`config.mk`:
```
export PLATFORM = sky130hd
export DESIGN_NAME = id_ex_stage_flat
export DESIGN_NICKNAME = d
export VERILOG_FILES = /design/src/rtl/id_ex_stage_if.sv /design/src/rtl/id_ex_stage.sv /design/src/flat_wrapper.sv
export SDC_FILE = /design/constraint.sdc
export NUM_CORES = 1
export LEC_CHECK = 0
export ABC_AREA = 1
export BUFFER_PORTS_ARGS = -buffer_cell sky130_fd_sc_hd__buf_2
export CORE_MARGIN = 2
export CORE_UTILIZATION = 45
export DETAILED_ROUTE_END_ITERATION = 16
export MAX_ROUTING_LAYER = met4
export PLACE_DENSITY = 0.73
export SETUP_SLACK_MARGIN = 0.1
export SLEW_MARGIN = 20
export SYNTH_ARGS = -nofsm -noshare
export SYNTH_HDL_FRONTEND = slang
export SYNTH_SLANG_ARGS = --single-unit
```
`constraint.sdc`:
```
create_clock -name clk -period 2.2 [get_ports clk]
set_input_delay 0.44 -clock clk [delete_from_list [all_inputs] [get_ports clk]]
set_output_delay 0.44 -clock clk [all_outputs]
set_load 0.02 [all_outputs]
```
`src/rtl/id_ex_stage_if.sv`:
```
// Interface bundling the ID-side inputs, EX/MEM and MEM/WB forwarding sources,
// pipeline control, and the EX-facing outputs of the ID/EX stage.
interface id_ex_stage_if #(
  parameter int DW = 32,
  parameter int RW = 5
);
  logic          id_valid;
  logic [DW-1:0] id_rs_data;
  logic [DW-1:0] id_rt_data;
  logic [RW-1:0] id_rs;
  logic [RW-1:0] id_rt;
  logic [RW-1:0] id_rd;
  logic [4:0]    id_shamt;
  logic          id_var_shamt;
  logic [3:0]    id_alu_op;
  logic          id_reg_write;
  logic          id_mem_read;
  logic          id_mem_write;
  logic          id_mem_to_reg;

  logic          exm_reg_write;
  logic [RW-1:0] exm_rd;
  logic [DW-1:0] exm_result;
  logic          mwb_reg_write;
  logic [RW-1:0] mwb_rd;
  logic [DW-1:0] mwb_result;

  logic          ext_stall;
  logic          flush;

  logic          load_use_stall;
  logic          ex_valid;
  logic [DW-1:0] ex_A;
  logic [DW-1:0] ex_T;
  logic [4:0]    ex_shamt;
  logic [3:0]    ex_alu_op;
  logic [RW-1:0] ex_rd;
  logic          ex_reg_write;
  logic          ex_mem_read;
  logic          ex_mem_write;
  logic          ex_mem_to_reg;

  modport master (
    output id_valid, id_rs_data, id_rt_data, id_rs, id_rt, id_rd, id_shamt,
           id_var_shamt, id_alu_op, id_reg_write, id_mem_read, id_mem_write,
           id_mem_to_reg, exm_reg_write, exm_rd, exm_result, mwb_reg_write,
           mwb_rd, mwb_result, ext_stall, flush,
    input  load_use_stall, ex_valid, ex_A, ex_T, ex_shamt, ex_alu_op, ex_rd,
           ex_reg_write, ex_mem_read, ex_mem_write, ex_mem_to_reg
  );

  modport slave (
    input  id_valid, id_rs_data, id_rt_data, id_rs, id_rt, id_rd, id_shamt,
           id_var_shamt, id_alu_op, id_reg_write, id_mem_read, id_mem_write,
           id_mem_to_reg, exm_reg_write, exm_rd, exm_result, mwb_reg_write,
           mwb_rd, mwb_result, ext_stall, flush,
    output load_use_stall, ex_valid, ex_A, ex_T, ex_shamt, ex_alu_op, ex_rd,
           ex_reg_write, ex_mem_read, ex_mem_write, ex_mem_to_reg
  );
endinterface

```
`src/rtl/id_ex_stage.sv`:
```
// ID/EX pipeline register with EX-stage operand forwarding, load-use hazard
// detection, and final shift-amount selection for the EX units.
module id_ex_stage #(
  parameter int DW = 32,
  parameter int RW = 5
) (
  input  logic          clk,
  input  logic          rst_n,
  id_ex_stage_if.slave  bus
);

  logic          r_valid;
  logic [DW-1:0] r_rs_data;
  logic [DW-1:0] r_rt_data;
  logic [RW-1:0] r_rs;
  logic [RW-1:0] r_rt;
  logic [RW-1:0] r_rd;
  logic [4:0]    r_shamt;
  logic          r_var_shamt;
  logic [3:0]    r_alu_op;
  logic          r_reg_write;
  logic          r_mem_read;
  logic          r_mem_write;
  logic          r_mem_to_reg;

  logic          w_load_use;
  logic          w_capture;
  logic [DW-1:0] w_fwd_a;
  logic [DW-1:0] w_fwd_t;

  // ext_stall already freezes ID, so the hazard is masked while it is high.
  assign w_load_use = !bus.ext_stall && r_valid && r_mem_read && bus.id_valid &&
                      (r_rd != '0) && ((r_rd == bus.id_rs) || (r_rd == bus.id_rt));

  assign w_capture = !bus.flush && !bus.ext_stall && !w_load_use;

  // EX/MEM is younger than MEM/WB, so it wins; register 0 is never forwarded.
  function automatic logic [DW-1:0] fwd_sel(input logic [RW-1:0] idx,
                                            input logic [DW-1:0] reg_val,
                                            input logic          exm_we,
                                            input logic [RW-1:0] exm_idx,
                                            input logic [DW-1:0] exm_val,
                                            input logic          mwb_we,
                                            input logic [RW-1:0] mwb_idx,
                                            input logic [DW-1:0] mwb_val);
    logic [DW-1:0] sel;
    sel = reg_val;
    if (exm_we && (exm_idx != '0) && (exm_idx == idx))
      sel = exm_val;
    else if (mwb_we && (mwb_idx != '0) && (mwb_idx == idx))
      sel = mwb_val;
    return sel;
  endfunction

  always_comb begin
    w_fwd_a = fwd_sel(r_rs, r_rs_data, bus.exm_reg_write, bus.exm_rd, bus.exm_result,
                      bus.mwb_reg_write, bus.mwb_rd, bus.mwb_result);
    w_fwd_t = fwd_sel(r_rt, r_rt_data, bus.exm_reg_write, bus.exm_rd, bus.exm_result,
                      bus.mwb_reg_write, bus.mwb_rd, bus.mwb_result);
  end

  // NOTE: sequential state uses non-blocking assignments so every register
  // samples pre-edge values regardless of statement order.
  always_ff @(posedge clk or negedge rst_n) begin
    if (!rst_n) begin
      r_valid      <= 1'b0;
      r_reg_write  <= 1'b0;
      r_mem_read   <= 1'b0;
      r_mem_write  <= 1'b0;
      r_mem_to_reg <= 1'b0;
    end else if (bus.flush) begin
      r_valid      <= 1'b0;
      r_reg_write  <= 1'b0;
      r_mem_read   <= 1'b0;
      r_mem_write  <= 1'b0;
      r_mem_to_reg <= 1'b0;
    end else if (bus.ext_stall) begin
      r_valid      <= r_valid;
      r_reg_write  <= r_reg_write;
      r_mem_read   <= r_mem_read;
      r_mem_write  <= r_mem_write;
      r_mem_to_reg <= r_mem_to_reg;
    end else if (w_load_use) begin
      r_valid      <= 1'b0;
      r_reg_write  <= 1'b0;
      r_mem_read   <= 1'b0;
      r_mem_write  <= 1'b0;
      r_mem_to_reg <= 1'b0;
    end else begin
      r_valid      <= bus.id_valid;
      r_reg_write  <= bus.id_reg_write  & bus.id_valid;
      r_mem_read   <= bus.id_mem_read   & bus.id_valid;
      r_mem_write  <= bus.id_mem_write  & bus.id_valid;
      r_mem_to_reg <= bus.id_mem_to_reg & bus.id_valid;
    end
  end

  // Data fields only move on a real capture; bubbles leave them untouched.
  always_ff @(posedge clk or negedge rst_n) begin
    if (!rst_n) begin
      r_rs_data   <= '0;
      r_rt_data   <= '0;
      r_rs        <= '0;
      r_rt        <= '0;
      r_rd        <= '0;
      r_shamt     <= '0;
      r_var_shamt <= 1'b0;
      r_alu_op    <= '0;
    end else if (w_capture) begin
      r_rs_data   <= bus.id_rs_data;
      r_rt_data   <= bus.id_rt_data;
      r_rs        <= bus.id_rs;
      r_rt        <= bus.id_rt;
      r_rd        <= bus.id_rd;
      r_shamt     <= bus.id_shamt;
      r_var_shamt <= bus.id_var_shamt;
      r_alu_op    <= bus.id_alu_op;
    end
  end

  assign bus.load_use_stall = w_load_use;
  assign bus.ex_valid       = r_valid;
  assign bus.ex_A           = w_fwd_a;
  assign bus.ex_T           = w_fwd_t;
  assign bus.ex_shamt       = r_var_shamt ? w_fwd_a[4:0] : r_shamt;
  assign bus.ex_alu_op      = r_alu_op;
  assign bus.ex_rd          = r_rd;
  assign bus.ex_reg_write   = r_reg_write  & r_valid;
  assign bus.ex_mem_read    = r_mem_read   & r_valid;
  assign bus.ex_mem_write   = r_mem_write  & r_valid;
  assign bus.ex_mem_to_reg  = r_mem_to_reg & r_valid;

endmodule

```
`src/flat_wrapper.sv`:
```
// flat-port wrapper written by rule: the top's interface ports become plain ports
module id_ex_stage_flat 
#(
  parameter int DW = 32,
  parameter int RW = 5
)
  (clk, rst_n, bus_id_valid, bus_id_rs_data, bus_id_rt_data, bus_id_rs, bus_id_rt, bus_id_rd, bus_id_shamt, bus_id_var_shamt, bus_id_alu_op, bus_id_reg_write, bus_id_mem_read, bus_id_mem_write, bus_id_mem_to_reg, bus_exm_reg_write, bus_exm_rd, bus_exm_result, bus_mwb_reg_write, bus_mwb_rd, bus_mwb_result, bus_ext_stall, bus_flush, bus_load_use_stall, bus_ex_valid, bus_ex_A, bus_ex_T, bus_ex_shamt, bus_ex_alu_op, bus_ex_rd, bus_ex_reg_write, bus_ex_mem_read, bus_ex_mem_write, bus_ex_mem_to_reg);
  id_ex_stage_if #(.DW(DW), .RW(RW)) bus_i ();
  input  logic clk;
  input  logic rst_n;
  input wire logic [$bits(bus_i.id_valid)-1:0] bus_id_valid;
  input wire logic [$bits(bus_i.id_rs_data)-1:0] bus_id_rs_data;
  input wire logic [$bits(bus_i.id_rt_data)-1:0] bus_id_rt_data;
  input wire logic [$bits(bus_i.id_rs)-1:0] bus_id_rs;
  input wire logic [$bits(bus_i.id_rt)-1:0] bus_id_rt;
  input wire logic [$bits(bus_i.id_rd)-1:0] bus_id_rd;
  input wire logic [$bits(bus_i.id_shamt)-1:0] bus_id_shamt;
  input wire logic [$bits(bus_i.id_var_shamt)-1:0] bus_id_var_shamt;
  input wire logic [$bits(bus_i.id_alu_op)-1:0] bus_id_alu_op;
  input wire logic [$bits(bus_i.id_reg_write)-1:0] bus_id_reg_write;
  input wire logic [$bits(bus_i.id_mem_read)-1:0] bus_id_mem_read;
  input wire logic [$bits(bus_i.id_mem_write)-1:0] bus_id_mem_write;
  input wire logic [$bits(bus_i.id_mem_to_reg)-1:0] bus_id_mem_to_reg;
  input wire logic [$bits(bus_i.exm_reg_write)-1:0] bus_exm_reg_write;
  input wire logic [$bits(bus_i.exm_rd)-1:0] bus_exm_rd;
  input wire logic [$bits(bus_i.exm_result)-1:0] bus_exm_result;
  input wire logic [$bits(bus_i.mwb_reg_write)-1:0] bus_mwb_reg_write;
  input wire logic [$bits(bus_i.mwb_rd)-1:0] bus_mwb_rd;
  input wire logic [$bits(bus_i.mwb_result)-1:0] bus_mwb_result;
  input wire logic [$bits(bus_i.ext_stall)-1:0] bus_ext_stall;
  input wire logic [$bits(bus_i.flush)-1:0] bus_flush;
  output wire logic [$bits(bus_i.load_use_stall)-1:0] bus_load_use_stall;
  output wire logic [$bits(bus_i.ex_valid)-1:0] bus_ex_valid;
  output wire logic [$bits(bus_i.ex_A)-1:0] bus_ex_A;
  output wire logic [$bits(bus_i.ex_T)-1:0] bus_ex_T;
  output wire logic [$bits(bus_i.ex_shamt)-1:0] bus_ex_shamt;
  output wire logic [$bits(bus_i.ex_alu_op)-1:0] bus_ex_alu_op;
  output wire logic [$bits(bus_i.ex_rd)-1:0] bus_ex_rd;
  output wire logic [$bits(bus_i.ex_reg_write)-1:0] bus_ex_reg_write;
  output wire logic [$bits(bus_i.ex_mem_read)-1:0] bus_ex_mem_read;
  output wire logic [$bits(bus_i.ex_mem_write)-1:0] bus_ex_mem_write;
  output wire logic [$bits(bus_i.ex_mem_to_reg)-1:0] bus_ex_mem_to_reg;
  assign bus_i.id_valid = bus_id_valid;
  assign bus_i.id_rs_data = bus_id_rs_data;
  assign bus_i.id_rt_data = bus_id_rt_data;
  assign bus_i.id_rs = bus_id_rs;
  assign bus_i.id_rt = bus_id_rt;
  assign bus_i.id_rd = bus_id_rd;
  assign bus_i.id_shamt = bus_id_shamt;
  assign bus_i.id_var_shamt = bus_id_var_shamt;
  assign bus_i.id_alu_op = bus_id_alu_op;
  assign bus_i.id_reg_write = bus_id_reg_write;
  assign bus_i.id_mem_read = bus_id_mem_read;
  assign bus_i.id_mem_write = bus_id_mem_write;
  assign bus_i.id_mem_to_reg = bus_id_mem_to_reg;
  assign bus_i.exm_reg_write = bus_exm_reg_write;
  assign bus_i.exm_rd = bus_exm_rd;
  assign bus_i.exm_result = bus_exm_result;
  assign bus_i.mwb_reg_write = bus_mwb_reg_write;
  assign bus_i.mwb_rd = bus_mwb_rd;
  assign bus_i.mwb_result = bus_mwb_result;
  assign bus_i.ext_stall = bus_ext_stall;
  assign bus_i.flush = bus_flush;
  assign bus_load_use_stall = bus_i.load_use_stall;
  assign bus_ex_valid = bus_i.ex_valid;
  assign bus_ex_A = bus_i.ex_A;
  assign bus_ex_T = bus_i.ex_T;
  assign bus_ex_shamt = bus_i.ex_shamt;
  assign bus_ex_alu_op = bus_i.ex_alu_op;
  assign bus_ex_rd = bus_i.ex_rd;
  assign bus_ex_reg_write = bus_i.ex_reg_write;
  assign bus_ex_mem_read = bus_i.ex_mem_read;
  assign bus_ex_mem_write = bus_i.ex_mem_write;
  assign bus_ex_mem_to_reg = bus_i.ex_mem_to_reg;
  id_ex_stage #(.DW(DW), .RW(RW)) u_core (.clk(clk), .rst_n(rst_n), .bus(bus_i));
endmodule
```
Yosys cells after proc, flatten, opt, wreduce, memory -nomap -nowiden
Cells that the tools add are included.
- register bits: 94
- output and inout port bits: 84
- equality and inequality tests: 7
- mux-type cells: 20
- bitwise logic cells: 8
- reduce and logical (&&, ||, !) cells: 20
- operators by type and width (kind ; count):
    32-bit two-way mux ; 4
    5-bit equality test ; 6
    1-bit two-way mux ; 15
    5-bit nonzero test ; 3
    1-bit logical AND ; 13
    1-bit bitwise AND ; 8
    5-bit two-way mux ; 1
    1-bit logical NOT ; 3
    2-bit by 1-bit inequality test with 1-bit output, second input constant ; 1
    1-bit logical OR ; 1

Longest topological paths before layout
- depth after elaboration: 9
- mapped depth: 12
- depth with buffers taken out: 10

Least setup slack after synthesis
OpenSTA, ideal clock, no wires.
- path kind: in2out
- start: in bus_exm_rd[0]
- end: out bus_ex_T[0]
- arrival: 1.643 ns
- setup slack: 0.117 ns
- stages on the path: 5
- cell sequence: xnor2_1 nand2_1 nor3_4 nand2_4 o21ai_0
- word-level cells in the longest chain between the ends: 4
- RTL lines (what ; RTL line ; RTL):
    start: declaration ; flat_wrapper.sv:25 ; input wire logic [$bits(bus_i.exm_rd)-1:0] bus_exm_rd;
    5-bit nonzero test ; id_ex_stage.sv:48 ; if (exm_we && (exm_idx != '0) && (exm_idx == idx))
    1-bit logical AND ; id_ex_stage.sv:48 ;
    1-bit logical AND (*) ; id_ex_stage.sv:48 ;
    32-bit two-way mux (*) ; id_ex_stage.sv:48 ;
    end: declaration ; flat_wrapper.sv:35 ; output wire logic [$bits(bus_i.ex_T)-1:0] bus_ex_T;
Every way passes the cells marked *; elsewhere a longest branch is shown, timed or not.

Worst setup path after layout
- start: reg u_core.r_rs[0]
- end: out bus_ex_A[17]
- word-level cells in the longest chain between the ends: 4
- RTL lines (what ; RTL line ; RTL):
    start: declaration ; id_ex_stage.sv:15 ; logic [RW-1:0] r_rs;
    start signal: assignment ; id_ex_stage.sv:112 ; r_rs <= bus.id_rs;
    5-bit equality test ; id_ex_stage.sv:50 ; else if (mwb_we && (mwb_idx != '0) && (mwb_idx == idx))
    1-bit logical AND ; id_ex_stage.sv:50 ;
    32-bit two-way mux ; id_ex_stage.sv:50 ;
    32-bit two-way mux (*) ; id_ex_stage.sv:48 ;
    end: declaration ; flat_wrapper.sv:34 ; output wire logic [$bits(bus_i.ex_A)-1:0] bus_ex_A;
Marks and branches as above.

==> impl_metrics.env <==
export IMPL_p_total_mw=5.90
export IMPL_root_buffer="clkbuf_16"
export IMPL_syn_avg_cell_area_um2=6.87
export IMPL_p_int_mw=3.77
export IMPL_reg2regPathDepth=8
export IMPL_dr_pass1_iters=6
export IMPL_cp_top_family="buffers and inverters"
export IMPL_drive_above_1_share=0.402
export IMPL_yosysMostFrequentCell="nand2_1"
export IMPL_final_max_slew_violation_count=0
export IMPL_violations="setup timing"
export IMPL_io_pins=258
export IMPL_die_width_um=120
export IMPL_final_setup_tns_ps=-15910
export IMPL_wl_met2_um=11500
export IMPL_wirelength_um=23600
export IMPL_setup_ws_ps=-276
export IMPL_cp_num_buf_inv=3
export IMPL_tritoncts="built"
export IMPL_rsz0062_at_grt="true"
export IMPL_crit_type="flop to output port"
export IMPL_fmax_mhz=404
export IMPL_crit_path_start_kind="flop"
export IMPL_core_area_um2=13200
export IMPL_die_h_um=120
export IMPL_antenna_found_initial=2
export IMPL_clk_pin_slew_ps=60
export IMPL_drtIter0Drc=585
export IMPL_async_flop_share=1.00
export IMPL_cp_depth=9
export IMPL_crit_top_cell="nor2_1"
export IMPL_path_max_fanout=12
export IMPL_synth_area_leaders="dfrtp_1, nand2_1, nand3_1"
export IMPL_clock_sinks=94
export IMPL_wl_per_cell_um=17.6
export IMPL_p_seq_frac=0.355
export IMPL_synthCells=885
export IMPL_synth_edf_count=0
export IMPL_initial_core_util=0.459
export IMPL_cts_buffers_inserted=9
export IMPL_syn_to_final_growth_pct=55.5
export IMPL_min_period_ps=2480
export IMPL_top_layer="met4"
export IMPL_num_rows=42
export IMPL_run_status="complete, but fails checks"
export IMPL_dp_hpwl_um=14800
export IMPL_p_leak_nw=5.13
export IMPL_grt_max_degree=73
export IMPL_yosysUniqueCellTypes=25
export IMPL_worstHoldPathType="input pin to asynchronous set/reset pin"
export IMPL_worst_ep_required_time_ps=1760
export IMPL_power_switching_share=0.362
export IMPL_h_tree_depth=3
export IMPL_finalHoldViolCount=0
export IMPL_finalCritPeriodShare=1.13
export IMPL_yosysTopAreaCell="dfrtp_1"
export IMPL_final_cell_area_um2=9450
export IMPL_power_switching_mw=2.14
export IMPL_layout_nets=1337
export IMPL_path_cells="xnor2_2 -> nand2_1 -> nor2_1 -> nand3b_1 -> buf_6 -> buf_12 -> nor2_1 -> a31oi_2 -> buf_4"
export IMPL_yosys_register_bits=94
export IMPL_synth_cell_area_um2=6080
export IMPL_fin_skew_ps=6.93
export IMPL_cpPeakStageDelay_ps=450
export IMPL_synth_flop_cell="dfrtp_1"
export IMPL_antenna_left=0
export IMPL_place_congestion=0.888
export IMPL_vias=7363
export IMPL_m1WireLength_um=9230
export IMPL_drcViolationCount=0
export IMPL_overflow=0
export IMPL_synth_top_area_frac=0.387
export IMPL_critPathCaptureType="output port"
export IMPL_p_comb_frac=0.400
export IMPL_yosysWarnings=0
export IMPL_cpMaxStageDelayCell="dfrtp_2"
export IMPL_yosys_top_cells_count="nand2_1, nand3_1, dfrtp_1, inv_1, nor2_1"
export IMPL_grt_pass1_wl_um=35000
export IMPL_setup_viol=69
export IMPL_viasPerCell=5.47
export IMPL_slew_headroom=0.640
export IMPL_clock_latency_ps=350
export IMPL_reg_top3="u_core.r_rs_data (32), u_core.r_rt_data (32)"
export IMPL_p_per_area_nw_per_um2=625
export IMPL_grt_pass1_vias=6977
export IMPL_fin_cells=1346
export IMPL_synth_nets=1059
export IMPL_io_buffers=257
export IMPL_peakVddDrop_mv=0.394
export IMPL_seq_area_frac_synth=0.387
export IMPL_worstMarginPinSlew_ps=540
export IMPL_placed_cell_area_um2=7790
export IMPL_gr_usage_all_layers=0.319
export IMPL_clk_path_buf_depth=2
export IMPL_dieArea_um2=14500
export IMPL_clkPwrFrac=0.245
export IMPL_cap_viol_max_count=0
export IMPL_dr_wl_met3_um=2050
export IMPL_dp_cells=1300
export IMPL_cp_arrival_ps=2040
export IMPL_pre_cts_ws_ps=-141
-- layer usage --
layer  vias to the layer above  GRT usage
li1                       3441          -
met1                      3420      0.400
met2                       423      0.522
met3                        79     0.0557
met4                         0      0.119
met5                         -          -
-- cell usage in the layout, fill, tap and decap left out, types with 6 or more instances in the layout --
| cell | synthesis | routed |
|---|---|---|
| dfrtp_1 | 94 | 87 |
| nand3b_1 | 29 | 29 |
| dfrtp_2 | 0 | 7 |
| nand2_1 | 316 | 287 |
| a31oi_2 | 0 | 14 |
| a31oi_1 | 27 | 12 |
| nand3_4 | 0 | 6 |
| buf_4 | 10 | 58 |
| buf_6 | 3 | 55 |
| xor2_1 | 15 | 13 |
| nor2_1 | 41 | 33 |
| clkbuf_16 | 0 | 11 |
| buf_12 | 0 | 15 |
| o21ai_0 | 11 | 9 |
| nand3_1 | 163 | 121 |
| nand2_2 | 2 | 28 |
| buf_2 | 28 | 188 |
| nand3_2 | 1 | 37 |
| buf_16 | 0 | 8 |
| inv_1 | 67 | 66 |
| nand4_1 | 32 | 32 |
| xnor2_1 | 9 | 6 |
-- worst paths after layout --
| check | from | to | slack, ps |
|---|---|---|---|
| max in group asynchronous | rst_n | u_core.r_rt_data[31] | 1530 |
| min in group clk | bus_id_alu_op[2] | u_core.bus.ex_alu_op[2] | 320 |
| max reg2reg | u_core.bus.ex_rd[1] | u_core.r_mem_read | 440 |
| max | u_core.r_rs[0] | bus_ex_A[17] | -280 |
| min | rst_n | u_core.r_rt_data[25] | 70 |
| min reg2reg | u_core.bus.ex_alu_op[1] | u_core.bus.ex_alu_op[1] | 470 |
-- what timing repair did --
| action | 4_1_cts | 5_1_grt |
|---|---|---|
| gates cloned | 8 | 2 |
| buffers inserted | 14 | 4 |
| setup endpoints to repair | 69 | 70 |
| resized for setup | 149 | 117 |
| pin swaps | 16 | 15 |
| hold buffers | 0 | 0 |
-- power by group through the flow --
stage | Clock, mW | Combinational [mW] | Sequential [mW]
floorplan | 0 | 1.04 | 2.10
global placement | 0 | 1.78 | 2.11
detailed placement | 0 | 1.79 | 2.11
CTS | 1.46 | 2.14 | 2.08
global route | 1.54 | 2.53 | 2.12
finish | 1.45 | 2.36 | 2.10
-- layout make-up --
class	count	area, µm²
Tap cell	176	220
Inverter	68	258
Timing Repair Buffer	329	2610
Clock buffer	12	246
Fill cell	1071	3790
Sequential cell	94	2360
Multi-Input combinational cell	661	3730
Clock inverter	4	22.5
Antenna cell	2	5.00
-- through the flow --
step	util	hold WS (ps)
6_report	0.714	71.1
5_1_grt	0.714	110
4_1_cts	0.670	86.8
3_5_place_dp	0.588	454
3_3_place_gp	0.588	453
2_1_floorplan	-	144
-- worst register-to-register path, stage by stage (launching register included) --
cell      delay, ps
dfrtp_2         450
nor3_2          190
nand3_1          90
nand3b_1         80
inv_1            60
nand2_4         120
buf_4           300
nand3_1         200
o21ai_0         200
-- cell families after synthesis --
group	after synthesis	synth area share
buf+inv	130	0.0959
flops	94	0.387
compound gates	42	0.0401
simple gates	595	0.442
xor+xnor	24	0.0346
(Power assumes the default switching activity.)
